===== src/rtl/fetch_decode_ctrl.sv =====
// Instruction-fetch sequencer: owns the PC, keeps one request outstanding to
// instruction memory and buffers returned words (with their PC) for the decoder.
//
// Handshakes:
//   imem: a request transfers in a cycle with imem_req && imem_gnt; exactly one
//         imem_rvalid answers each granted request, at least one cycle later.
//   dec:  the head entry transfers in a cycle with dec_valid && dec_ready;
//         dec_valid never depends on dec_ready.
module fetch_decode_ctrl #(
    parameter logic [31:0] RESET_PC  = 32'h0000_0000,
    parameter int          BUF_DEPTH = 2
) (
    input  logic        clk,
    input  logic        rst,
    output logic        imem_req,
    output logic [31:0] imem_addr,
    input  logic        imem_gnt,
    input  logic        imem_rvalid,
    input  logic [31:0] imem_rdata,
    input  logic        redirect_valid,
    input  logic [31:0] redirect_pc,
    output logic        dec_valid,
    output logic [31:0] dec_inst,
    output logic [31:0] dec_pc,
    input  logic        dec_ready
);

    localparam int               PTR_W   = $clog2(BUF_DEPTH);
    localparam int               CNT_W   = PTR_W + 1;
    localparam logic [CNT_W-1:0] DEPTH_C = CNT_W'(BUF_DEPTH);
    localparam logic [31:0]      NOP     = 32'h0000_0013;

    typedef enum logic [1:0] {
        FETCH = 2'd0,
        WAIT  = 2'd1,
        DRAIN = 2'd2
    } state_e;

    state_e           state_q, state_d;
    logic [31:0]      pc_q, pc_d;
    logic [31:0]      req_pc_q, req_pc_d;
    logic [PTR_W-1:0] rd_ptr_q, rd_ptr_d;
    logic [PTR_W-1:0] wr_ptr_q, wr_ptr_d;
    logic [CNT_W-1:0] count_q, count_d;
    logic [31:0]      buf_inst_q [BUF_DEPTH];
    logic [31:0]      buf_pc_q   [BUF_DEPTH];

    logic fire;
    logic push;
    logic pop;

    assign imem_req  = (state_q == FETCH) && (count_q < DEPTH_C) && !rst;
    assign imem_addr = pc_q;
    assign fire      = imem_req && imem_gnt;

    // Only a response to a live request in WAIT is kept; DRAIN swallows stale ones.
    assign push      = (state_q == WAIT) && imem_rvalid && !redirect_valid;

    assign dec_valid = (count_q != '0);
    assign pop       = dec_valid && dec_ready;
    assign dec_inst  = dec_valid ? buf_inst_q[rd_ptr_q] : NOP;
    assign dec_pc    = dec_valid ? buf_pc_q[rd_ptr_q]   : 32'h0000_0000;

    always_comb begin
        state_d = state_q;
        unique case (state_q)
            FETCH: begin
                if (fire) begin
                    state_d = redirect_valid ? DRAIN : WAIT;
                end
            end
            WAIT: begin
                if (imem_rvalid) begin
                    state_d = FETCH;
                end else if (redirect_valid) begin
                    state_d = DRAIN;
                end
            end
            DRAIN: begin
                if (imem_rvalid) begin
                    state_d = FETCH;
                end
            end
            default: state_d = FETCH;
        endcase
    end

    always_comb begin
        pc_d     = pc_q;
        req_pc_d = req_pc_q;
        if (fire && !redirect_valid) begin
            req_pc_d = pc_q;
            pc_d     = pc_q + 32'd4;
        end
        if (redirect_valid) begin
            pc_d = {redirect_pc[31:2], 2'b00};
        end
    end

    always_comb begin
        rd_ptr_d = rd_ptr_q;
        wr_ptr_d = wr_ptr_q;
        count_d  = count_q;
        if (push) begin
            wr_ptr_d = wr_ptr_q + PTR_W'(1);
        end
        if (pop) begin
            rd_ptr_d = rd_ptr_q + PTR_W'(1);
        end
        unique case ({push, pop})
            2'b10:   count_d = count_q + CNT_W'(1);
            2'b01:   count_d = count_q - CNT_W'(1);
            default: count_d = count_q;
        endcase
        // A redirect empties the buffer even if a pop completed this cycle.
        if (redirect_valid) begin
            rd_ptr_d = '0;
            wr_ptr_d = '0;
            count_d  = '0;
        end
    end

    always_ff @(posedge clk) begin
        if (rst) begin
            state_q  <= FETCH;
            pc_q     <= RESET_PC;
            req_pc_q <= '0;
            rd_ptr_q <= '0;
            wr_ptr_q <= '0;
            count_q  <= '0;
        end else begin
            state_q  <= state_d;
            pc_q     <= pc_d;
            req_pc_q <= req_pc_d;
            rd_ptr_q <= rd_ptr_d;
            wr_ptr_q <= wr_ptr_d;
            count_q  <= count_d;
        end
    end

    always_ff @(posedge clk) begin
        if (push && !rst) begin
            buf_inst_q[wr_ptr_q] <= imem_rdata;
            buf_pc_q[wr_ptr_q]   <= req_pc_q;
        end
    end

endmodule


===== config.mk =====
export PLATFORM = sky130hd
export DESIGN_NAME = fetch_decode_ctrl
export DESIGN_NICKNAME = d
export VERILOG_FILES = /design/src/rtl/fetch_decode_ctrl.sv
export SDC_FILE = /design/constraint.sdc
export NUM_CORES = 1
export LEC_CHECK = 0
export BUFFER_PORTS_ARGS = -buffer_cell sky130_fd_sc_hd__clkbuf_2
export CAP_MARGIN = 25
export CORE_UTILIZATION = 25
export CTS_BUF_LIST = sky130_fd_sc_hd__clkbuf_4
export DETAILED_ROUTE_END_ITERATION = 7
export MAX_ROUTING_LAYER = met4
export PLACE_DENSITY = 0.4
export SYNTH_ARGS = -nofsm -noshare
export SYNTH_HDL_FRONTEND = slang
export SYNTH_SLANG_ARGS = --single-unit

===== constraint.sdc =====
create_clock -name clk -period 21.5 [get_ports clk]
set_input_delay 2.15 -clock clk [delete_from_list [all_inputs] [get_ports clk]]
set_output_delay 2.15 -clock clk [all_outputs]
set_load 0.005 [all_outputs]

==> results of run 1 <==
## routing by layer
| metal | up-vias | global-route usage |
|---|---|---|
| met4 | 0 | 0.0345 |
| met2 | 124 | 0.210 |
| met1 | 2532 | 0.183 |
| met5 | - | - |
| li1 | 2584 | - |
| met3 | 8 | 0.0238 |
## cells in the mapped netlist (5+ instances only)
cell type,number,share of area
nand3_1,11,0.0072
xor2_1,12,0.014
nor3_1,9,0.0059
a21oi_1,40,0.026
edfxtp_1,124,0.49
xnor2_1,14,0.016
nor2_1,90,0.044
buf_1,5,0.0024
clkbuf_1,29,0.014
nand4_1,10,0.0082
mux2i_1,65,0.085
a311oi_1,5,0.0057
inv_1,5,0.0024
dfxtp_1,67,0.17
or3_1,6,0.0049
o21ai_0,12,0.0078
nand2_1,85,0.042
a211oi_1,11,0.011
## flip-flops by register name (all words and copies together) (netlist names), named ones only
register and cells:
state_q 2, imem_addr 30, wr_ptr_q 1, buf_inst_q 64
rd_ptr_q 1, buf_pc_q 60, count_q 2, req_pc_q 30
## critical path: stages
cell and delay [ps]:
clkbuf_2 130, nor4_1 390, clkbuf_2 200
## cell type report
type	instances	area (sq um)	share of cell area
Tap cell	390	488	0.0532
Timing Repair Buffer	169	886	0.0966
Inverter	6	22.5	0.00246
Multi-Input combinational cell	408	2440	0.266
Clock inverter	15	133	0.0145
Antenna cell	1	2.50	0.000273
Clock buffer	17	128	0.0139
Sequential cell	191	5070	0.553
## cells by family (layout without fill, tap and decap cells)
kind of cell / count (synthesis) / count (layout)
multiplexers: 65 / 65
buffers and inverters: 46 / 207
flip-flops: 191 / 191
adder cells (fa/ha/maj): 2 / 2
AO/OA/AOI/OAI: 76 / 76
XOR/XNOR: 26 / 26
AND/OR/NAND/NOR: 235 / 235
other: 1 / 5
## metrics by stage
stage          std cells  worst slack (ps)  area, sq um  hold slack (ps)  power (mW)
3_3_place_gp        1163             16310         8880              437       0.443
5_1_grt             1197             16390         9170              477       0.651
2_1_floorplan        645             12300         7680              425       0.424
4_1_cts             1195             16380         9140              460       0.632
3_5_place_dp        1163             16260         8880              435       0.443
6_report            1197             16470         9170              459       0.620
## worst paths after layout
path	end	slack [ps]
setup / recovery	imem_req	16470
hold / removal	buf_pc_q[0][14]$_DFFE_PP_	460
setup reg to reg	imem_addr[28]$_SDFFE_PP0P_	18820
hold reg to reg	buf_pc_q[0][14]$_DFFE_PP_	460
## power by group through the flow
stage | clock [mW] | sequential [mW] | combinational, mW
after detailed placement | 0 | 0.410 | 0.0332
final | 0.186 | 0.402 | 0.0326
after CTS | 0.197 | 0.402 | 0.0334
after global placement | 0 | 0.410 | 0.0330
after floorplan | 0 | 0.408 | 0.0161
after global routing | 0.211 | 0.403 | 0.0367
## placed cells by master, fill, tap and decap left out, types with 6 or more instances in the layout
master      n
buf_4       7
mux2i_1    65
nand4_1    10
or3_1       6
nor3_1      9
nor2_1     88
dfxtp_1    66
xor2_1     12
o21ai_0    12
xnor2_1    14
edfxtp_1  124
clkbuf_4   17
a211oi_1   11
nand2_1    85
nand3_1    11
clkbuf_2  161
a21oi_1    40
==> out/results.ini, run 1 <==
[timing]
setup_violations=0
relSlewSlack=0.347
fin_crit_sh=0.234
period_needed_ps=5030
clock_skew_ps=35.1
fin_tns_setup_ps=0
finalHoldViolations=0
fmax_mhz=199
rsz0062_at_grt=no
worstMarginPinSlew_ps=979
finalMaxSlewViolations=0

[global_route]
grt_pass1_wl_microns=30900
grt_pass1_vias=5190
grt_usage=0.136
overflow=0
antenna_found_initial=1
grt_max_degree=63

[setup_path]
ff2ff_path_depth=5
startpoint_type=primary input
startpoint=rst
crit_type=primary input to output port
crit_fanout=2
critPathCaptureType=output port
r2r-start=imem_addr[6]$_SDFFE_PP0P_
critPathRequiredTime_ps=19350
critPathArrivalTime_ps=2880

[floorplanning]
fp.dieW_microns=177
fp.dieArea_sq_um=31400
start_util=0.257
core-area_sq_um=29900
die_y_microns=177
io_pins=168
rows=63

[yosys]
synthXorXnorAreaFrac=0.0297
synth-edff-count=124
synth_top_family_by_area=simple AND/OR/NAND/NOR gates
synth.area.mux_share=0.0848
synth-simple-area-share=0.138
synth_warnings=0
async_flop_share=0
ys_seq_elements=191
synth_compound_area_frac=0.0574
synth_ff_type=edfxtp_1
syn_area_sq_um=7670
yosysSeqAreaShare=0.660
synth_cells=642
synth_cell_types=41
synthAdderAreaFrac=0.00326
syn_avg_cell_area_sq_um=11.9

[drt]
firstDrtPassIters=4
vias=5248
drtIter0Drc=305
wl_per_cell_microns=16.8
wirelength_microns=20100
m1WireLength_microns=9870
topRoutingLayerUsed=met4
routed-wl-met2_microns=9350
wl_met3_microns=737
drcViolationCount=0
routed_via_density=4.38
ant_nets=0

[pwr]
power_frac_comb=0.053
ir_drop_mv=0.0229
p_leak_nw=3.21
power_frac_seq=0.648
p_sw_frac=0.262
p_clk_frac=0.299
p_switching_mw=0.162
p_per_area_nw_per_um2=67.6
p_int_mw=0.458

[placed_design]
place_congestion=0.740
dpl.hpwl_microns=12700
portBuffers=161

[clocking]
clkTransAtPathRegs_ps=180
cts_made_buffers=17
postCtsSetupRepairBufs=0
cts_hold_buffers=0
clkLatencyLatePin_ps=580
cts_sinks=191
ctsResizeCount=0
cts_tree=done
h-tree-depth=4
cts_buffer_depth=2
ctsRootBufferMaster=clkbuf_4

[layout]
syn2layout_area_growth_pct=19.5
fin_util=0.307
drive_gt1_frac=0.262
final_nets=865
fillers=3119

[worst_hold_path]
min_from=req_pc_q[14]$_SDFFE_PP0P_
hold_path.class=register to register
min_path_cells=0

[run]
maxCapViolations=0

[outcome]
outcome=complete, no violations

Power figures use the tool's default switching activity.
==> inputs of run 2 (changes only) <==
==> constraint.sdc (replaced) <==
create_clock -name clk -period 4.9 [get_ports clk]
set_input_delay 0.49 -clock clk [delete_from_list [all_inputs] [get_ports clk]]
set_output_delay 0.49 -clock clk [all_outputs]
set_load 0.005 [all_outputs]
==> run 2 against run 1 <==
Compared with the run above:
- global-route usage decreased by 0.57 points
- via count decreased by 0.59%
- total power grew to 4.5 times the previous value
- flip-flop and latch count did not move
- die area is the same
- clock power increased to 4.8 times the previous value
- sequential share of layout area decreased by 0.37 points
- setup slack lost 15000 ps
==> out/results.ini, run 2 (synthesized netlist as in run 1, its figures left out) <==
[outcome]
outcome=complete, no violations  ; unchanged

[pwr]
p_per_area_nw_per_um2=303  ; was 67.6 nW/um^2
p_leak_nw=3.22  ; was 3.21 nW
finalPower_mw=2.80  ; was 0.620 mW
ir_drop_mv=0.102  ; was 0.0229 mV

[worst_hold_path]
hold_path.class=primary input to register  ; was register to register

[global_route]
grt_max_degree=63  ; unchanged
grt_usage=0.130  ; was 0.136
antenna_found_initial=1  ; unchanged
grt_pass1_vias=4914  ; was 5,190
grt_pass1_wl_microns=29400  ; was 30,900 microns
overflow=0  ; unchanged

[timing]
fin_tns_setup_ps=0  ; unchanged
rsz0062_at_grt=no  ; unchanged
fin_crit_sh=0.606
setup_violations=0  ; unchanged
holdWs_ps=103  ; was 459 ps
fmax_mhz=337
period_needed_ps=2970
finalMaxSlewViolations=0  ; unchanged
finalHoldViolations=0  ; unchanged
worstMarginPinSlew_ps=809  ; was 979 ps
clock_skew_ps=23.5  ; was 35.1 ps
relSlewSlack=0.461  ; was 0.347

[floorplanning]
fp.dieArea_sq_um=31400  ; unchanged
die_y_microns=177  ; unchanged
start_util=0.257  ; unchanged
rows=63  ; unchanged
fp.dieW_microns=177  ; unchanged
core-area_sq_um=29900  ; unchanged
io_pins=168  ; unchanged

[drt]
wl_met3_microns=972  ; was 737 microns
firstDrtPassIters=4  ; unchanged
routed-wl-met2_microns=9340  ; was 9350 microns
routed_via_density=4.35  ; was 4.38
topRoutingLayerUsed=met4  ; unchanged
drcViolationCount=0  ; unchanged
wirelength_microns=19800  ; was 20,100 microns
m1WireLength_microns=9320  ; was 9870 microns
drtIter0Drc=261  ; was 305
wl_per_cell_microns=16.5  ; was 16.8 microns
ant_nets=0  ; unchanged
vias=5217  ; was 5,248

[clocking]
clkTransAtPathRegs_ps=160  ; was 180 ps
cts_made_buffers=17  ; unchanged
cts_buffer_depth=2  ; unchanged
clkLatencyLatePin_ps=560  ; was 580 ps
postCtsSetupRepairBufs=0  ; unchanged
ctsRootBufferMaster=clkbuf_4  ; unchanged
cts_tree=done  ; unchanged
ctsResizeCount=0  ; unchanged
cts_sinks=191  ; unchanged
h-tree-depth=4  ; unchanged
cts_hold_buffers=0  ; unchanged

[run]
maxCapViolations=0  ; unchanged

[setup_path]
crit_cells=4  ; was 3
worstSetupEndpoint=dec_inst[16]  ; was imem_req
critPathArrivalTime_ps=2480  ; was 2880 ps
critPathRequiredTime_ps=4410  ; was 19,350 ps
r2r_slack_ps=2190  ; was 18,820 ps
crit_type=register to output port  ; was primary input to output port
worst_r2r_endpoint=imem_addr[28]$_SDFFE_PP0P_  ; unchanged
path_buf_inv=2  ; unchanged
cp_slowest_stage_delay_ps=910  ; was 390 ps
ff2ff_path_depth=5  ; unchanged
r2r-start=imem_addr[6]$_SDFFE_PP0P_  ; unchanged
crit_fanout=40  ; was 2
critical_path.cell_chain=buf_4 > mux2i_1 > nor2_1 > clkbuf_2  ; was clkbuf_2 > nor4_1 > clkbuf_2
slowest_stage=dfxtp_4  ; was nor4_1
critPathCaptureType=output port  ; unchanged
critPathTopFamily=flip-flops  ; was simple AND/OR/NAND/NOR gates
startpoint_type=register  ; was primary input

[layout]
finalNonFillerCells=1199  ; was 1,197
drive_gt1_frac=0.266  ; was 0.262
fillers=3116  ; was 3,119
largest-register=buf_inst_q  ; unchanged
final_common_cell=clkbuf_2  ; unchanged
syn2layout_area_growth_pct=20.3  ; was 19.5%
reg_top3=buf_inst_q (64), buf_pc_q (60)  ; unchanged
final_nets=867  ; was 865
largest_register_ffs=64  ; unchanged
fin_util=0.309  ; was 0.307
final_cell_mix=clkbuf_2, edfxtp_1, nor2_1, nand2_1, dfxtp_1  ; unchanged

[placed_design]
portBuffers=161  ; unchanged
place_congestion=0.710  ; was 0.740
dpl.hpwl_microns=12900  ; was 12,700 microns
dp.cells=1165  ; was 1,163

==> run 2: cell types whose count changed in the layout (fill, tap and decap cells not counted), sizes merged <==
cell      previous run  this run
clkbuf             178       180
bufinv               0         2
inv                 12        11
clkinvlp             1         6
buf                  8        10
clkinv               8         0
==> run 2: final cells by class <==
type,count,area (sq um),area share
multi-input cells,408,2450,0.265
clock inverters,13,156,0.0169
flip-flops and latches,191,5070,0.549
inverters,6,22.5,0.00244
well taps,390,488,0.0529
repair buffers,171,901,0.0976
clock buffers,19,143,0.0155
diodes,1,2.50,0.000271
==> run 2: per-stage QoR <==
step,setup slack [ps],instance area (sq um)
after global routing,1730,9230
after CTS,1800,9200
after global placement,2180,8900
after detailed placement,2160,8900
final,1930,9230
after floorplan,1440,7700
==> run 2: power by group <==
| group | total [mW] | switching [mW] | leakage [nW] | internal, mW |
|---|---|---|---|---|
| Sequential | 1.76 | 0.0360 | 1.74 | 1.73 |
| Combinational | 0.142 | 0.0819 | 1.34 | 0.0604 |
| Clock | 0.894 | 0.567 | 0.144 | 0.327 |
| Total | 2.80 | 0.685 | 3.22 | 2.12 |
==> run 2: routing by layer <==
| metal | GRT usage | vias up |
|---|---|---|
| li1 | - | 2592 |
| met1 | 0.169 | 2484 |
| met2 | 0.205 | 132 |
| met3 | 0.0286 | 9 |
| met4 | 0.0313 | 0 |
| met5 | - | - |
==> run 2: worst min path at each step <==
| stage | start | end | slack (ps) | cells after the start |
|---|---|---|---|---|
| after CTS | imem_rdata[29] | buf_inst_q[1][29]$_DFFE_PP_ | 20 | 1 |
| after global routing | imem_rdata[23] | buf_inst_q[1][23]$_DFFE_PP_ | 20 | 1 |
| after global placement | req_pc_q[5]$_SDFFE_PP0P_ | buf_pc_q[0][5]$_DFFE_PP_ | 440 | 0 |
| after detailed placement | req_pc_q[16]$_SDFFE_PP0P_ | buf_pc_q[1][16]$_DFFE_PP_ | 440 | 0 |
| final | imem_rdata[28] | buf_inst_q[0][28]$_DFFE_PP_ | 100 | 1 |
| after floorplan | req_pc_q[10]$_SDFFE_PP0P_ | buf_pc_q[0][10]$_DFFE_PP_ | 430 | 0 |
